==> config.mk <==
export PLATFORM = sky130hd
export DESIGN_NAME = restador_bin_a_bcd
export DESIGN_NICKNAME = d
export VERILOG_FILES = /design/src/rtl/restador_bin_a_bcd.sv
export SDC_FILE = /design/constraint.sdc
export NUM_CORES = 1
export LEC_CHECK = 0
export ABC_AREA = 1
export BUFFER_PORTS_ARGS = -buffer_cell sky130_fd_sc_hd__buf_2
export CORE_AREA = 2 2 74 48
export DETAILED_ROUTE_END_ITERATION = 12
export DIE_AREA = 0 0 76 50
export GPL_ROUTABILITY_DRIVEN = 0
export MAX_ROUTING_LAYER = met4
export PLACE_DENSITY_LB_ADDON = 0.3
export SLEW_MARGIN = 20
export SYNTH_ARGS = -nofsm -noshare
export SYNTH_HDL_FRONTEND = slang
export SYNTH_SLANG_ARGS = --single-unit
==> constraint.sdc <==
create_clock -name clk -period 2.9 [get_ports clk]
set_clock_uncertainty 0.1 [all_clocks]
set_input_delay 0.145 -clock clk [delete_from_list [all_inputs] [get_ports clk]]
set_output_delay 0.145 -clock clk [all_outputs]
set_load 0.01 [all_outputs]
==> src/rtl/restador_bin_a_bcd.sv <==
// Sequential binary-to-BCD converter (shift-add-3), one input bit per clock.
// Define RESTADOR_BCD_SIGNED_EN to treat bin as two's complement and report its sign on neg.
module restador_bin_a_bcd #(
  parameter int N = 8,
  parameter int D = 3
) (
  input  logic           clk,
  input  logic           reset,
  input  logic           start,
  input  logic [N-1:0]   bin,
  output logic           busy,
  output logic           done,
  output logic [4*D-1:0] bcd,
  output logic           neg
);

  localparam int CW = $clog2(N + 1);

  // D digits must be able to hold every N-bit magnitude.
  if (64'(10) ** D <= 64'(2) ** N) begin : g_bad_digits
    $error("restador_bin_a_bcd: D too small for N");
  end

  // Handshake: start is sampled only in IDLE; busy is high for the N shift
  // cycles; done pulses for one cycle when bcd/neg take a new result.
  typedef enum logic {IDLE, SHIFT} state_t;

  state_t         state_q, state_d;
  logic [N-1:0]   bin_q, bin_d;
  logic [4*D-1:0] scr_q, scr_d;
  logic [4*D-1:0] bcd_q, bcd_d;
  logic [CW-1:0]  cnt_q, cnt_d;
  logic           done_q, done_d;
  logic           sign_q, sign_d;
  logic           neg_q, neg_d;
  logic [N-1:0]   mag;
  logic           sign_in;
  logic [4*D-1:0] adj;
  logic [4*D-1:0] scr_shift;

`ifdef RESTADOR_BCD_SIGNED_EN
  always_comb begin
    sign_in = bin[N-1];
    mag     = sign_in ? ((~bin) + N'(1)) : bin;
  end
  assign neg = neg_q;
`else
  always_comb begin
    sign_in = 1'b0;
    mag     = bin;
  end
  assign neg = 1'b0;
`endif

  // Per-nibble add-3 with no carry between digits.
  always_comb begin
    adj = '0;
    for (int i = 0; i < D; i++) begin
      adj[4*i +: 4] = (scr_q[4*i +: 4] >= 4'd5) ? (scr_q[4*i +: 4] + 4'd3)
                                                 : scr_q[4*i +: 4];
    end
    scr_shift = {adj[4*D-2:0], bin_q[N-1]};
  end

  always_comb begin
    state_d = state_q;
    bin_d   = bin_q;
    scr_d   = scr_q;
    bcd_d   = bcd_q;
    cnt_d   = cnt_q;
    done_d  = 1'b0;
    sign_d  = sign_q;
    neg_d   = neg_q;
    case (state_q)
      IDLE: begin
        if (start) begin
          bin_d   = mag;
          scr_d   = '0;
          cnt_d   = CW'(N);
          sign_d  = sign_in;
          state_d = SHIFT;
        end
      end
      SHIFT: begin
        scr_d = scr_shift;
        bin_d = {bin_q[N-2:0], 1'b0};
        cnt_d = cnt_q - CW'(1);
        if (cnt_q == CW'(1)) begin
          bcd_d   = scr_shift;
          neg_d   = sign_q;
          done_d  = 1'b1;
          state_d = IDLE;
        end
      end
      default: state_d = IDLE;
    endcase
  end

  always_ff @(posedge clk) begin
    if (reset) begin
      state_q <= IDLE;
      bin_q   <= '0;
      scr_q   <= '0;
      bcd_q   <= '0;
      cnt_q   <= '0;
      done_q  <= 1'b0;
      sign_q  <= 1'b0;
      neg_q   <= 1'b0;
    end else begin
      state_q <= state_d;
      bin_q   <= bin_d;
      scr_q   <= scr_d;
      bcd_q   <= bcd_d;
      cnt_q   <= cnt_d;
      done_q  <= done_d;
      sign_q  <= sign_d;
      neg_q   <= neg_d;
    end
  end

  assign busy = (state_q == SHIFT);
  assign done = done_q;
  assign bcd  = bcd_q;

endmodule

==> results.json <==
{
  "setup_viol": 0,
  "final_cells": 320,
  "yosys.area_share.simple": 0.294,
  "finalHoldViolations": 0,
  "cts_setup_buffers": 0,
  "dr.pass1.iters": 4,
  "path_buf_inv": 1,
  "insertedDiodeCount": 0,
  "ctsResizeCount": 0,
  "yosys-top-cells-area": "dfxtp_1 (43%), nand2_1 (17%), nand3_1 (7.9%)",
  "insertion_delay_ns": 0.28,
  "start_kind": "flip-flop",
  "dp.cells": 312,
  "synthMuxAreaShare": 0.00566,
  "avgSynthCellArea_um2": 7.05,
  "maxCapViolations": 0,
  "drt_iter0_markers": 130,
  "p_sw_mw": 0.239,
  "overflow": 0,
  "num_vias": 1595,
  "final_cell_area_um2": 2000,
  "powerDensity_nw_per_um2": 496,
  "cp.arrival_ns": 1.82,
  "place_area_um2": 1910,
  "fin_setup_tns_ns": 0,
  "grt_pass1_vias": 1357,
  "p_seq_frac": 0.550,
  "initial_core_util": 0.570,
  "cp_slowest_stage_delay_ns": 0.62,
  "ys_ff_latch": 38,
  "cts_hold_buf": 0,
  "avgRoutedWirePerCell_um": 10.8,
  "grt_use_total": 0.202,
  "drive_above_1_share": 0.138,
  "syn-num-nets": 270,
  "core-area_um2": 3100,
  "critical_path_class": "reg2reg",
  "antenna_found_initial": 0,
  "relSlewSlack": 0.456,
  "yosysSeqAreaShare": 0.430,
  "critPathTopFamily": "simple AND/OR/NAND/NOR gates",
  "vdd_drop_max_mv": 0.319,
  "postRouteAntennaNets": 0,
  "end_kind": "flip-flop",
  "portBuffers": 24,
  "whs_ns": 0.0248,
  "num_rows": 16,
  "cp_common_cell": "nand2_1",
  "status": "completed",
  "seq_area_um2": 761,
  "grt_max_degree": 19,
  "clock_sinks": 38,
  "dieWidth_um": 76,
  "cts_root_buffer": "clkbuf_8",
  "syn2layout_area_growth_pct": 13.0,
  "setup_ws_ns": 1.20,
  "netlist_area_um2": 1770,
  "p_leak_nw": 0.929,
  "switching_share": 0.241,
  "nFillCells": 288,
  "synth_compound_area_frac": 0.112,
  "post-place-ws_ns": 1.20,
  "synth_top_area_frac": 0.430,
  "worstHoldPathType": "in2reg",
  "internal_power_mw": 0.753,
  "mostFrequentLayoutCell": "nand2_1",
  "crit_chain": "inv_1, ha_1, nand2_1, nor3_2, nor2_1, nand2_1, o21ai_0",
  "drt-total-wl_um": 3440,
  "dpl.hpwl_um": 2400,
  "power.share.clock": 0.374,
  "worst_slew_pin_slew_ns": 0.813,
  "max_freq_mhz": 588,
  "avgViaCountPerCell": 4.98,
  "report.power.total_mw": 0.992,
  "crit_required_ns": 3.02,
  "synth_top_area_cell": "dfxtp_1",
  "dieArea_um2": 3800,
  "synth.distinct_cells": 23,
  "fin_nets": 293,
  "chipHeight_um": 50,
  "slew_violations": 0,
  "cts_buffers": 5,
  "path_clk_slew_ns": 0.07,
  "mostFrequentLayoutCells": "nand2_1 (79), dfxtp_1 (38), inv_1 (30), nand3_1 (28), buf_2 (24)",
  "pin_count": 26,
  "synth_fa_ha_area_frac": 0.0566,
  "grt_pass1_wl_um": 5950,
  "rsz0062_at_grt": "false",
  "multi_input_area_um2": 832,
  "critical_path.slowest_cell": "nor2_1",
  "drc": 0,
  "utilization": 0.644,
  "synth_xor_area_frac": 0,
  "cts_max_path_buffers": 2,
  "fin_crit_sh": 0.586,
  "syn_inst": 251,
  "cts_tree": "done",
  "synth_top_family_by_area": "simple AND/OR/NAND/NOR gates",
  "crit_path_max_fanout": 12,
  "yosys_warnings": 0,
  "period_needed_ns": 1.70,
  "combPwrFrac": 0.076,
  "cts.htree.levels": 2
}
[per-layer routing]
layer	up-vias	part of all wire	track usage
met5	-	0	-
met4	0	0.012	0.0727
met3	6	0.046	0.0495
met2	40	0.41	0.296
met1	698	0.53	0.273
li1	851	-	-
[cells by family after synthesis]
logic type                 Yosys count
AOI/OAI and AO/OA                   38
and+or+nand+nor                    122
DFF                                 38
muxes                                1
other                                1
adders and majority gates            8
buffers and inverters               43
[power groups by stage]
stage	sequential (mW)	combinational [mW]	clock [mW]
5_1_grt	0.547	0.0864	0.402
4_1_cts	0.546	0.0749	0.376
2_1_floorplan	0.554	0.0599	0
3_5_place_dp	0.558	0.0744	0
3_3_place_gp	0.557	0.0735	0
6_report	0.546	0.0752	0.371
[synthesized netlist by cell type, drive strengths merged]
library cell  number
clkbuf             2
buf                8
nand2             80
nor2               5
or2                1
nor3               2
dfxtp             38
o211ai             1
clkinv             1
o21ai             19
nand4              6
nand3             28
inv               32
conb               1
ha                 8
o221ai             1
a31oi              1
a21oi             16
mux2i              1
[path summary, 6_finish.rpt]
path	from	to	slack (ns)	cells after the start
min	bin[0]	bin_q[0]	0.02	3
max	cnt_q[1]	bcd[11]	1.20	7
min reg2reg	bcd[8]	bcd[8]	0.35	2
max reg2reg	cnt_q[1]	bcd[11]	1.20	7
[layout make-up]
| class | instances | area share |
|---|---|---|
| clock inverters | 1 | 0.00250 |
| repair buffers | 26 | 0.0676 |
| multi-input cells | 170 | 0.416 |
| inverters | 33 | 0.0620 |
| well taps | 45 | 0.0282 |
| flip-flops and latches | 38 | 0.380 |
| clock buffers | 7 | 0.0432 |
[registers in the layout, summed over array words and instances (netlist names)]
| register | count |
|---|---|
| bcd | 12 |
| scr_q | 12 |
| bin_q | 8 |
| cnt_q | 4 |
| busy | 1 |
| done | 1 |
[worst reg2reg max path: stages, from the launching register on]
cell and delay, ns:
dfxtp_1 0.33, inv_1 0.07, ha_1 0.17, nand2_1 0.07, nor3_2 0.06, nor2_1 0.62, nand2_1 0.11, o21ai_0 0.10
No activity file was read; power rests on OpenSTA's default activity.
